<file path="src/rtl/axi_slave_pkg.sv">
// axi_slave_pkg: shared state encoding, AXI response/burst codes and slave-port bundles
package axi_slave_pkg;
  localparam int IDS_BITS = 8;
  localparam int AXI_ADDR_BITS = 32;
  localparam int AXI_DATA_BITS = 32;
  localparam int AXI_LEN_BITS = 4;
  localparam logic [1:0] RESP_OKAY = 2'b00;
  localparam logic [1:0] RESP_SLVERR = 2'b10;
  localparam logic [1:0] BURST_FIXED = 2'b00;
  localparam logic [1:0] BURST_INCR = 2'b01;
  localparam logic [1:0] BURST_WRAP = 2'b10;
  typedef enum logic [1:0] {IDLE, R_CH, W_CH, B_CH} state_t;
  typedef struct packed {
    logic [IDS_BITS-1:0] awid;
    logic [AXI_ADDR_BITS-1:0] awaddr;
    logic [AXI_LEN_BITS-1:0] awlen;
    logic [1:0] awburst;
    logic awvalid;
    logic [AXI_DATA_BITS-1:0] wdata;
    logic [AXI_DATA_BITS/8-1:0] wstrb;
    logic wlast;
    logic wvalid;
    logic bready;
    logic [IDS_BITS-1:0] arid;
    logic [AXI_ADDR_BITS-1:0] araddr;
    logic [AXI_LEN_BITS-1:0] arlen;
    logic [1:0] arburst;
    logic arvalid;
    logic rready;
  } s2axi_in_t;
  typedef struct packed {
    logic awready;
    logic wready;
    logic arready;
    logic [IDS_BITS-1:0] bid;
    logic [1:0] bresp;
    logic bvalid;
    logic [IDS_BITS-1:0] rid;
    logic [AXI_DATA_BITS-1:0] rdata;
    logic [1:0] rresp;
    logic rlast;
    logic rvalid;
  } s2axi_out_t;
endpackage

</file>
<file path="src/rtl/axi_burst_addr.sv">
// axi_burst_addr: next word address for FIXED/INCR bursts (WRAP advances like INCR)
module axi_burst_addr
  import axi_slave_pkg::*;
#(
  parameter int ADDR_BITS = 14
) (
  input  logic [ADDR_BITS-1:0] cur_addr,
  input  logic [1:0]           burst,
  input  logic                 adv,
  output logic [ADDR_BITS-1:0] next_addr
);
  assign next_addr = (adv && burst != BURST_FIXED) ? cur_addr + 1'b1 : cur_addr;
endmodule

</file>
<file path="src/rtl/sram_axi_slave.sv">
// sram_axi_slave: AXI4 slave to single-port sync SRAM bridge; SRAM_AXI_RESP_ERR_EN enables SLVERR on WRAP/mismatched wlast
module sram_axi_slave
  import axi_slave_pkg::*;
#(
  parameter int ADDR_BITS = 14,
  parameter int DATA_BITS = AXI_DATA_BITS
) (
  input  logic                   clk,
  input  logic                   rst,
  input  s2axi_in_t              s2axi_i,
  output s2axi_out_t             s2axi_o,
  output logic                   sram_cs,
  output logic                   sram_oe,
  output logic [DATA_BITS/8-1:0] sram_web,
  output logic [ADDR_BITS-1:0]   sram_a,
  output logic [DATA_BITS-1:0]   sram_di,
  input  logic [DATA_BITS-1:0]   sram_do
);
`ifdef SRAM_AXI_RESP_ERR_EN
  localparam bit ERR_EN = 1'b1;
`else
  localparam bit ERR_EN = 1'b0;
`endif
  state_t state, state_nx;
  logic [ADDR_BITS-1:0] cur_addr, next_addr;
  logic [3:0] len, beat_cnt;
  logic [1:0] burst;
  logic [IDS_BITS-1:0] id;
  logic err, awhns, arhns, rhns, whns, bhns, rlast, ar_wrap, aw_wrap, wlast_bad, w_en, unused;
  assign awhns = state == IDLE && s2axi_i.awvalid;
  assign arhns = state == IDLE && s2axi_i.arvalid && !s2axi_i.awvalid;
  assign rhns = state == R_CH && s2axi_i.rready;
  assign whns = state == W_CH && s2axi_i.wvalid;
  assign bhns = state == B_CH && s2axi_i.bready;
  assign rlast = state == R_CH && beat_cnt == len;
  assign ar_wrap = ERR_EN && s2axi_i.arburst == BURST_WRAP;
  assign aw_wrap = ERR_EN && s2axi_i.awburst == BURST_WRAP;
  assign wlast_bad = ERR_EN && whns && s2axi_i.wlast && beat_cnt != len;
  assign w_en = whns && !err && beat_cnt <= len;
  assign unused = ^{s2axi_i.awaddr[AXI_ADDR_BITS-1:ADDR_BITS+2], s2axi_i.awaddr[1:0],
                    s2axi_i.araddr[AXI_ADDR_BITS-1:ADDR_BITS+2], s2axi_i.araddr[1:0]};
  axi_burst_addr #(.ADDR_BITS(ADDR_BITS)) u_addr (
    .cur_addr (cur_addr),
    .burst    (burst),
    .adv      (rhns || whns),
    .next_addr(next_addr)
  );
  // state register plus burst context latched on address handshakes
  always_ff @(posedge clk or posedge rst) begin
    if (rst) begin
      state <= IDLE;
      cur_addr <= '0;
      len <= '0;
      burst <= BURST_FIXED;
      id <= '0;
      beat_cnt <= '0;
      err <= 1'b0;
    end else begin
      state <= state_nx;
      if (awhns || arhns) begin
        cur_addr <= awhns ? s2axi_i.awaddr[ADDR_BITS+1:2] : s2axi_i.araddr[ADDR_BITS+1:2];
        len <= awhns ? s2axi_i.awlen : s2axi_i.arlen;
        burst <= awhns ? s2axi_i.awburst : s2axi_i.arburst;
        id <= awhns ? s2axi_i.awid : s2axi_i.arid;
        beat_cnt <= '0;
        err <= awhns ? aw_wrap : ar_wrap;
      end else if (rhns || whns) begin
        cur_addr <= next_addr;
        beat_cnt <= beat_cnt + 4'd1;
        err <= err || wlast_bad;
      end
    end
  end
  // next state, AXI channel outputs and SRAM strobes
  always_comb begin
    state_nx = awhns ? W_CH : arhns ? R_CH : (rhns && rlast) ? IDLE :
               (whns && s2axi_i.wlast) ? B_CH : bhns ? IDLE : state;
    s2axi_o = '0;
    s2axi_o.awready = state == IDLE;
    s2axi_o.arready = state == IDLE && !s2axi_i.awvalid;
    s2axi_o.wready = state == W_CH;
    s2axi_o.bvalid = state == B_CH;
    s2axi_o.bid = id;
    s2axi_o.bresp = err ? RESP_SLVERR : RESP_OKAY;
    s2axi_o.rvalid = state == R_CH;
    s2axi_o.rid = id;
    s2axi_o.rdata = err ? '0 : sram_do;
    s2axi_o.rresp = err ? RESP_SLVERR : RESP_OKAY;
    s2axi_o.rlast = rlast;
    sram_cs = arhns ? !ar_wrap : state == R_CH ? !err : w_en;
    sram_oe = arhns ? !ar_wrap : state == R_CH && !err;
    sram_web = w_en ? ~s2axi_i.wstrb : '1;
    sram_a = arhns ? s2axi_i.araddr[ADDR_BITS+1:2] : state == R_CH ? next_addr : cur_addr;
    sram_di = s2axi_i.wdata;
  end
endmodule

</file>
<file path="config.mk">
export PLATFORM = sky130hd
export DESIGN_NAME = sram_axi_slave
export DESIGN_NICKNAME = d
export VERILOG_FILES = /design/src/rtl/axi_slave_pkg.sv /design/src/rtl/axi_burst_addr.sv /design/src/rtl/sram_axi_slave.sv
export SDC_FILE = /design/constraint.sdc
export NUM_CORES = 1
export LEC_CHECK = 0
export ABC_AREA = 1
export ABC_CLOCK_PERIOD_IN_PS = 2650
export BUFFER_PORTS_ARGS = -buffer_cell sky130_fd_sc_hd__buf_4
export CAP_MARGIN = 20
export CORE_AREA = 8 8 133 73
export DETAILED_ROUTE_END_ITERATION = 10
export DIE_AREA = 0 0 141 81
export PLACE_DENSITY = 0.94
export SLEW_MARGIN = 20
export SYNTH_ARGS = -nofsm -noshare
export SYNTH_HDL_FRONTEND = slang
export SYNTH_SLANG_ARGS = --single-unit
</file>
<file path="constraint.sdc">
create_clock -name clk -period 2.65 [get_ports clk]
set_input_delay 0.3975 -clock clk [delete_from_list [all_inputs] [get_ports clk]]
set_output_delay 0.3975 -clock clk [all_outputs]
set_load 0.02 [all_outputs]
</file>
==> metrics.md, run 1 <==
| Metric | Value |
|---|---|
| Hold slack final | 230.6 ps |
| Async S/R FF share, synth | 1.000 |
| Remaining antenna violation count | 0 |
| Starting DRT DRC Count | 257 |
| Clock root buffer | clkbuf_16 |
| Final Routed Wirelength | 10.11 mm |
| Mean area per synthesized cell | 6.926 sq um |
| Compound-cell area share of the yosys netlist | 0.1598 |
| Worst Path Required | 2250 ps |
| Period Utilization, post-route | 0.9313 |
| Depth of the CTS H-tree | 2 |
| Area share of and/or/nand/nor cells after synthesis | 0.2388 |
| Number of global-route vias before repair | 2,919 |
| Hold violation count in the final report | 0 |
| Post-DR wirelength/cell | 17.25 um |
| Largest fanout on the critical path | 4 |
| Adder and majority gate portion of the synthesized area | 0.02458 |
| Highest achievable clock rate | 405.2 MHz |
| Mapped cell area | 3054 sq um |
| Final-report max-slew violation count | 0 |
| NetSw | 2.184 mW |
| Vias/cell | 5.135 |
| Vertical die dimension | 81 um |
| Core box area | 7799 sq um |
| Global Route Usage Sum | 0.1722 |
| Starting density of the core | 0.3916 |
| Full die area | 11,420 sq um |
| Wire length of the first global-routing pass | 15.45 mm |
| Power per unit of standard cell area | 1229 nW/um^2 |
| Cts bufs inserted | 5 |
| Switching power share of the total | 0.4977 |
| Largest net degree at the start of global routing | 35 |
| Tightest Hold Check Type | input port to async pin |
| Max-cap viol count | 0 |
| Floorplan row count | 23 |
| Half-perimeter wire length after placement | 7.896 mm |
| Via count | 3,009 |
| Area Growth Syn to Fin | 16.88% |
| Final antenna diode count | 0 |
| Leading register cell type out of synthesis | dfrtp_1 |
| Gp weighted congestion | 0.8698 |
| Leak | 1.830 nW |
| Yosys synthesis warning count | 0 |
| Largest clock skew in the final design | 5.375 ps |
| Sequential share of power | 0.228 |
| Data arrival, critical path | 2070 ps |
| Transition time of the tightest slew-check pin | 509.4 ps |
| Utilization after layout | 0.4577 |
| Clock power frac | 0.136 |
| Insertion delay to the later sink of the worst-skew pair | 280 ps |
| Horiz. Die Dim | 141 um |
| Maximum clock path buffer count | 2 |
| Worst slew slack as a fraction of its limit | 0.6600 |
| Critical path launch point type | flop |
| Outcome | finished clean |
| Shortest clock period the worst path allows after layout | 2468 ps |
| Critical path start-end classification | flop to output pin |
| Top-level port count | 278 |
| RSZ-0062 raised after global routing | false |
| TritonCTS clock tree | done |
| CP endpoint kind | output pin |
| Initial antenna violation count | 0 |
| Sequential-to-total area share from yosys stat | 0.2786 |
| Number of input and output port buffers inserted | 109 |
| First-pass iteration count of the detailed router | 4 |
| Number of enable-type register cells in the synthesized netlist | 0 |
| Worst VDD drop | 0.0004430 V |
| Count of mapped cells out of synthesis | 441 |
| Internal cell power | 2.205 mW |
| Area share of xor/xnor cells in the synthesized design | 0.01434 |
| Setup tns final | 0 ps |
| Dominant combinational cell family by area after synthesis | buffers and inverters |
| Fin nets | 647 |
| Power share of the combinational group | 0.635 |
| Number of design rule violations left after detail routing | 0 |
| Post-CTS setup buffer count | 0 |
| Synth cell types | 31 |
| Worst-path clk slew | 60 ps |
| Number of setup violations in the final report | 0 |
| Share of layout cells above drive strength 1 | 0.3059 |
| Clock sinks | 34 |
| Final global-route overflow total | 0 |
| Multiplexer share of the synthesized area | 0 |
| Flop and latch count out of synthesis | 34 |
-- timing repair --
action	4_1_cts	5_1_grt
hold buffers	0	0
resized for setup	0	2
endpoints found under the setup margin	0	8
-- synth_stat cells, types with 3 or more instances --
library cell / n / area [sq um]
o211ai_1: 7 / 52.55
buf_2: 11 / 55.05
a21oi_1: 25 / 125.1
a2bb2oi_1: 9 / 78.83
inv_1: 50 / 187.7
nor2_2: 3 / 18.77
o21ai_1: 10 / 50.05
or2_2: 8 / 50.05
inv_2: 3 / 11.26
nand2_1: 92 / 345.3
nor2_1: 13 / 48.80
nand2_2: 3 / 18.77
buf_4: 77 / 578.1
xor2_1: 4 / 35.03
clkbuf_1: 4 / 15.01
o22ai_1: 4 / 25.02
dfrtp_1: 34 / 850.8
nand4_1: 5 / 31.28
nand3_1: 35 / 175.2
nor3_1: 3 / 15.01
ha_1: 6 / 75.07
o21ai_0: 22 / 110.1
a22oi_1: 5 / 37.54
-- registers in the layout, indices dropped and copies added, names as in the netlist --
register / flops
beat_cnt: 4
burst: 2
state: 2
len: 4
id: 8
cur_addr: 14
-- layout by cell type, fill, tap and decap left out, types with 2 or more instances in the layout --
cell	count
nand2_2	4
inv_2	3
conb_1	4
nor2_2	4
clkinv_2	2
nor2_1	12
nor3_1	3
or2_2	8
nand3_1	35
dfrtp_1	34
clkbuf_16	5
ha_1	6
nand2_1	91
buf_4	115
inv_1	50
xor2_1	4
o21ai_1	10
o21ai_0	22
o22ai_1	4
o211ai_1	7
a2bb2oi_1	9
nand4_1	5
a22oi_1	5
a21oi_1	25
-- final cells by class --
cell class,instances,area (sq um)
clock inverters,1,5.005
clock buffers,7,142.6
well taps,112,140.1
flip-flops and latches,34,850.8
repair buffers,115,863.3
fillers,792,4229
multi-input cells,263,1364
inverters,54,203.9
-- critical path: stages (launching register included) --
cell and delay, ps:
dfrtp_1 450, ha_1 230, nand2_1 80, nor2_1 230, nand2_1 130, nor2_2 210
nand2_1 70, nand2_1 80, nand3_1 70, nand2_1 90, buf_4 140
-- power by group through the flow --
stage | clock [mW] | combinational [mW] | sequential [mW]
global route | 0.639 | 3.04 | 1.03
CTS | 0.610 | 2.79 | 0.996
finish | 0.598 | 2.79 | 1.00
floorplan | 0 | 1.94 | 0.999
detailed placement | 0 | 2.78 | 1.00
global placement | 0 | 2.70 | 0.979
-- kinds of logic after synthesis --
logic type / count (synthesis)
xor+xnor: 5
simple gates: 165
other cells: 1
compound gates: 83
flops: 34
buf+inv: 147
fa+ha+maj: 6
-- routing by layer --
metal | track usage | routed length [um]
met5 | 0 | 0
met4 | 0.03511 | 57
met3 | 0.08889 | 1330
met2 | 0.2408 | 4094
met1 | 0.2310 | 4625
-- final timing paths --
kind	startpoint	endpoint	slack, ps	depth (start not counted)
hold / removal	rst	id[0]$_DFFE_PP0N_	230	3
hold reg to reg	burst[1]$_DFFE_PP0N_	burst[1]$_DFFE_PP0N_	540	2
setup / recovery	cur_addr[0]$_DFFE_PP0P_	sram_a[12]	180	10
setup reg to reg	state[0]$_DFFE_PP0P_	cur_addr[8]$_DFFE_PP0P_	730	7
min in group clk	s2axi_i[99]	cur_addr[3]$_DFFE_PP0P_	360	3
max in group asynchronous	rst	cur_addr[6]$_DFFE_PP0P_	2060	3
-- through the flow --
step	cell area, sq um	total power, mW	std cells	worst slack [ps]
after floorplan	3065	2.936	444	794.9
after global placement	3417	3.674	578	436.3
after detailed placement	3417	3.775	578	319.1
after CTS	3565	4.393	586	12.82
after global routing	3570	4.705	586	35.92
final	3570	4.389	586	182.2
Note: power is estimated with default switching activity, not from simulation.
==> run 2, diff against run 1 <==
Settings changed: SETUP_SLACK_MARGIN set to 0.2.
==> run 2 against run 1 <==
Effect of this change: critical endpoint is now sram_cs; cell area grew 0.74%; highest routed layer unchanged; utilization grew 0.34 points; flip-flop and latch count is the same; largest power group unchanged.
==> metrics.md, run 2 (synthesized netlist as in run 1, its figures left out) <==
| Metric | Value |
|---|---|
| Final global-route overflow total | 0 |
| Pre-CTS worst setup slack | 319.1 ps |
| Hold violation count in the final report | 0 |
| NetSw | 2.208 mW |
| RSZ-0062 raised after global routing | true |
| Clock sinks | 34 |
| Shortest clock period the worst path allows after layout | 2351 ps |
| Half-perimeter wire length after placement | 7.896 mm |
| TritonCTS clock tree | done |
| Max FFs per register | 14 |
| Cts bufs inserted | 5 |
| Global Route Usage Sum | 0.1722 |
| Starting density of the core | 0.3916 |
| Capture point of the critical path | sram_cs |
| Remaining antenna violation count | 0 |
| Setup tns final | 0 ps |
| CP endpoint kind | output pin |
| Number of design rule violations left after detail routing | 0 |
| Share of layout cells above drive strength 1 | 0.3143 |
| Vias/cell | 5.118 |
| Post-CTS Hold Buffers | 0 |
| Internal cell power | 2.221 mW |
| RR Startpoint | state[0]$_DFFE_PP0P_ |
| Critical path launch point type | flop |
| Critical path start-end classification | flop to output pin |
| Full die area | 11,420 sq um |
| Floorplan row count | 23 |
| Worst-path clk slew | 60 ps |
| Power per unit of standard cell area | 1232 nW/um^2 |
| Max-cap viol count | 0 |
| Number of global-route vias before repair | 2,915 |
| Outcome | finished clean |
| Gp weighted congestion | 0.8698 |
| Worst Slack Setup Final | 298.5 ps |
| Maximum clock path buffer count | 2 |
| Number of input and output port buffers inserted | 109 |
| Reg2Reg Capture Point | cur_addr[8]$_DFFE_PP0P_ |
| Post-DR wirelength/cell | 17.35 um |
| Wire length of the first global-routing pass | 15.45 mm |
| Transition time of the tightest slew-check pin | 532.2 ps |
| Leak | 1.831 nW |
| Switching power share of the total | 0.4986 |
| Fin nets | 647 |
| Worst slew slack as a fraction of its limit | 0.6448 |
| Launch point of the worst path | beat_cnt[1]$_DFFE_PP0P_ |
| Top-level port count | 278 |
| Core box area | 7799 sq um |
| Largest clock skew in the final design | 6.936 ps |
| Most common cell after layout, fill and taps aside | buf_4 |
| Insertion delay to the later sink of the worst-skew pair | 280 ps |
| Clock root buffer | clkbuf_16 |
| Horiz. Die Dim | 141 um |
| Number of fill cells | 790 |
| Vertical die dimension | 81 um |
| Area Growth Syn to Fin | 17.74% |
| Depth of the CTS H-tree | 2 |
| Worst Path Required | 2250 ps |
| Final-report max-slew violation count | 0 |
| Final antenna diode count | 0 |
| Most used cells in the layout excluding fill and tap cells | buf_4 (115), nand2_1 (91), inv_1 (50) |
| Initial antenna violation count | 0 |
| Final Routed Wirelength | 10.17 mm |
| Period Utilization, post-route | 0.8873 |
| Number of cells on the worst reg-to-reg path | 7 |
| Clock power frac | 0.136 |
| Sequential share of power | 0.228 |
| Highest achievable clock rate | 425.3 MHz |
| Power share of the combinational group | 0.636 |
| First-pass iteration count of the detailed router | 4 |
| Via count | 2,999 |
| Data arrival, critical path | 1950 ps |
| Largest fanout on the critical path | 5 |
| Worst VDD drop | 0.0004459 V |
| Largest reg by FF count | cur_addr |
| Starting DRT DRC Count | 252 |
| Biggest registers after layout | cur_addr: 14 flops, id: 8 flops |
| Tightest Hold Check Type | input port to async pin |
| Worst reg2reg setup slack | 770 ps |
| Number of setup violations in the final report | 0 |
| Largest net degree at the start of global routing | 35 |
run 2: cell counts in the layout (fill, tap and decap cells not counted):
Identical to the previous run, type by type.
run 2: through the flow:
step                std cells  area, sq um  hold WS [ps]  power [mW]    util
floorplan                 444         3065         507.3       2.936       -
global placement          578         3417         521.5       3.674  0.4382
detailed placement        578         3417         538.6       3.775  0.4382
CTS                       586         3570         250.7       4.397  0.4577
global route              586         3596         301.4       4.743  0.4611
finish                    586         3596         224.6       4.429  0.4611
run 2: timing repair:
item | 4_1_cts | 5_1_grt
setup buffers | 0 | 0
endpoints found under the setup margin | 13 | 14
resized for setup | 2 | 11
run 2: power by group through the flow:
stage,Combinational [mW],Clock [mW],Sequential (mW)
2_1_floorplan,1.94,0,0.999
3_3_place_gp,2.70,0,0.979
3_5_place_dp,2.78,0,1.00
4_1_cts,2.79,0.610,0.996
5_1_grt,3.07,0.639,1.03
6_report,2.82,0.600,1.01
run 2: worst min-delay path by stage:
stage                            start                      end  slack [ps]  depth (start not counted)
2_1_floorplan  beat_cnt[3]$_DFFE_PP0P_  beat_cnt[3]$_DFFE_PP0P_         510                          2
3_3_place_gp   beat_cnt[3]$_DFFE_PP0P_  beat_cnt[3]$_DFFE_PP0P_         520                          2
3_5_place_dp        len[1]$_DFFE_PP0N_       len[1]$_DFFE_PP0N_         540                          2
4_1_cts                            rst        id[0]$_DFFE_PP0N_         250                          3
5_1_grt                            rst  cur_addr[3]$_DFFE_PP0P_         300                          3
6_report                           rst        id[0]$_DFFE_PP0N_         220                          3
run 2: layout make-up:
cell class / count / area [sq um] / area share
multi-input cells: 263 / 1386 / 0.3855
repair buffers: 115 / 863.3 / 0.2401
flip-flops and latches: 34 / 854.6 / 0.2376
inverters: 54 / 203.9 / 0.05672
clock buffers: 7 / 142.6 / 0.03967
well taps: 112 / 140.1 / 0.03897
clock inverters: 1 / 5.005 / 0.001392
run 2: per-layer routing:
layer / share of wire / track usage / vias up
met4: 0.0055 / 0.03511 / 0
met1: 0.44 / 0.2307 / 1384
met3: 0.14 / 0.08889 / 6
li1: - / - / 1415
met5: 0 / 0 / -
met2: 0.41 / 0.2413 / 194
run 2: worst max-delay path, stage by stage (launching register included):
cell     delay, ps
dfrtp_1        420
ha_1           320
a21oi_1         70
o21ai_0        220
a21oi_1        180
or2_2          300
buf_4          160
==> run 3, diff against run 2 <==
Settings changed: REMOVE_ABC_BUFFERS set to 1.
==> run 3 against run 2 <==
Effect of this change: utilization down 0.30 points; first-iteration DRC count up 4.8%; cell count down 0.51%; via count up 4.1%; global-route usage up 9.3 points; flip-flop and latch count unchanged; wire length up 53%; largest power group unchanged; critical path depth up 1; setup slack better by 24 ps; sequential share of layout area up 0.088 points; clock power down 3%; die area unchanged; largest cell class unchanged.
==> metrics.md, run 3 (synthesized netlist as in run 1, its figures left out) <==
| Metric | Value |
|---|---|
| Outcome | finished clean |
| Switching power share of the total | 0.4961 |
| Depth of the CTS H-tree | 2 |
| Worst Slack Setup Final | 322.4 ps |
| Instance area after placement | 3410 sq um |
| Shortest clock period the worst path allows after layout | 2328 ps |
| Largest net degree at the start of global routing | 43 |
| Final Routed Wirelength | 15.55 mm |
| PnR Total Power | 4.362 mW |
| Number of global-route vias before repair | 2,969 |
| Starting density of the core | 0.3916 |
| Cts bufs inserted | 5 |
| TritonCTS clock tree | done |
| Fin nets | 646 |
| Pre-CTS worst setup slack | 352.0 ps |
| Horiz. Die Dim | 141 um |
| Post-CTS Hold Buffers | 0 |
| Floorplan row count | 23 |
| Number of fill cells | 787 |
| Sequential share of power | 0.227 |
| Maximum clock path buffer count | 2 |
| Hold violation count in the final report | 0 |
| Full die area | 11,420 sq um |
| Insertion delay to the later sink of the worst-skew pair | 280 ps |
| Max-cap viol count | 0 |
| Final-report max-slew violation count | 0 |
| Half-perimeter wire length after placement | 12.93 mm |
| Vertical die dimension | 81 um |
| Data arrival, critical path | 1930 ps |
| Internal cell power | 2.198 mW |
| Clock root buffer | clkbuf_16 |
| Number of setup violations in the final report | 0 |
| CP endpoint kind | output pin |
| Core box area | 7799 sq um |
| Period Utilization, post-route | 0.8784 |
| Largest clock skew in the final design | 9.594 ps |
| Largest reg by FF count | cur_addr |
| Critical path start-end classification | flop to output pin |
| Final antenna diode count | 0 |
| Post-route design area | 3572 sq um |
| Largest fanout on the critical path | 9 |
| Register cell area after layout | 852.1 sq um |
| RSZ-0062 raised after global routing | true |
| Clock sinks | 34 |
| Via count | 3,121 |
| Worst-path clk slew | 50 ps |
| Remaining antenna violation count | 0 |
| Biggest registers after layout | cur_addr: 14 flops, id: 8 flops |
| Setup tns final | 0 ps |
| Share of layout cells above drive strength 1 | 0.3079 |
| Worst slew slack as a fraction of its limit | 0.6483 |
| Post-CTS setup buffer count | 0 |
| Clock power frac | 0.133 |
| Critical path launch point type | flop |
| Most common cell after layout, fill and taps aside | buf_4 |
| Number of design rule violations left after detail routing | 0 |
| Power share of the combinational group | 0.640 |
| NetSw | 2.164 mW |
| Wire length of the first global-routing pass | 21.56 mm |
| Utilization after layout | 0.4580 |
| Transition time of the tightest slew-check pin | 527.0 ps |
| Power per unit of standard cell area | 1221 nW/um^2 |
| Global Route Usage Sum | 0.2647 |
| Worst VDD drop | 0.0005651 V |
| First-pass iteration count of the detailed router | 5 |
| Worst reg2reg setup slack | 950 ps |
| Top-level port count | 278 |
| Highest achievable clock rate | 429.6 MHz |
| Number of input and output port buffers inserted | 109 |
| Vias/cell | 5.353 |
| Initial antenna violation count | 0 |
| Worst Path Required | 2250 ps |
| Leak | 1.823 nW |
| Gp weighted congestion | 0.9226 |
| Area Growth Syn to Fin | 16.96% |
| Post-DR wirelength/cell | 26.68 um |
| Max FFs per register | 14 |
| Total area of multi-input combinational cells | 1381 sq um |
| Most used cells in the layout excluding fill and tap cells | buf_4 (114), nand2_1 (91), inv_1 (50) |
| Final global-route overflow total | 0 |
| Tightest Hold Check Type | input port to async pin |
| Starting DRT DRC Count | 264 |
==> run 3: cell types whose count changed in the layout (fill, tap and decap cells not counted) <==
| cell | previous run | this run |
|---|---|---|
| nor2_2 | 4 | 5 |
| clkinv_2 | 2 | 1 |
| dfrtp_1 | 31 | 33 |
| buf_4 | 115 | 114 |
| clkbuf_1 | 1 | 0 |
| o21ai_1 | 13 | 12 |
| o21ai_0 | 19 | 20 |
| nor2_4 | 1 | 0 |
| dfrtp_2 | 3 | 1 |
==> run 3: layer usage <==
metal / vias up / global-route usage / share of wire
li1: 1405 / - / -
met1: 1408 / 0.2299 / 0.29
met2: 287 / 0.3873 / 0.41
met3: 15 / 0.3240 / 0.27
met4: 6 / 0.03298 / 0.0069
met5: - / 0.1093 / 0.012
==> run 3: layout make-up <==
cell class              instances  area share
clock buffers                   6     0.03888
well taps                     112     0.03923
repair buffers                114      0.2396
flip-flops and latches         34      0.2385
inverters                      54     0.05709
multi-input cells             263      0.3867
==> run 3: worst max-delay path, cell delays in order, from the launching register on <==
cell and delay (ps):
dfrtp_1 470, nand3_1 200, nand2_4 180, nand3_1 200, o21ai_0 270, nand3_1 110
nand2_1 80, buf_4 140
==> run 3: power groups by stage <==
stage / logic (mW) / registers (mW) / clock network, mW
floorplan: 1.53 / 1.09 / 0
global placement: 2.67 / 0.971 / 0
detailed placement: 2.75 / 0.988 / 0
CTS: 2.77 / 0.983 / 0.595
global route: 3.06 / 1.02 / 0.624
finish: 2.79 / 0.990 / 0.581
==> run 3: path summary, 6_finish.rpt <==
kind                       cells past startpoint                 endpoint            startpoint
max in group asynchronous                      3     state[0]$_DFFE_PP0P_                   rst
min in group clk                               3  cur_addr[4]$_DFFE_PP0P_          s2axi_i[100]
hold / removal                                 3        id[6]$_DFFE_PP0N_                   rst
setup reg to reg                               6  cur_addr[9]$_DFFE_PP0P_  state[0]$_DFFE_PP0P_
setup / recovery                               7               sram_a[13]  state[1]$_DFFE_PP0P_
hold reg to reg                                2     burst[0]$_DFFE_PP0N_  burst[0]$_DFFE_PP0N_
==> run 3: per-stage QoR <==
step | cells | hold WS, ps
after floorplan | 351 | 507.3
after global routing | 583 | 293.3
final | 583 | 235.5
after CTS | 583 | 248.0
after detailed placement | 577 | 529.8
after global placement | 577 | 528.1
==> run 3: what timing repair did <==
action                                  CTS  global route
gates cloned                              0             0
endpoints found under the setup margin    6            10
resized for setup                         2             7
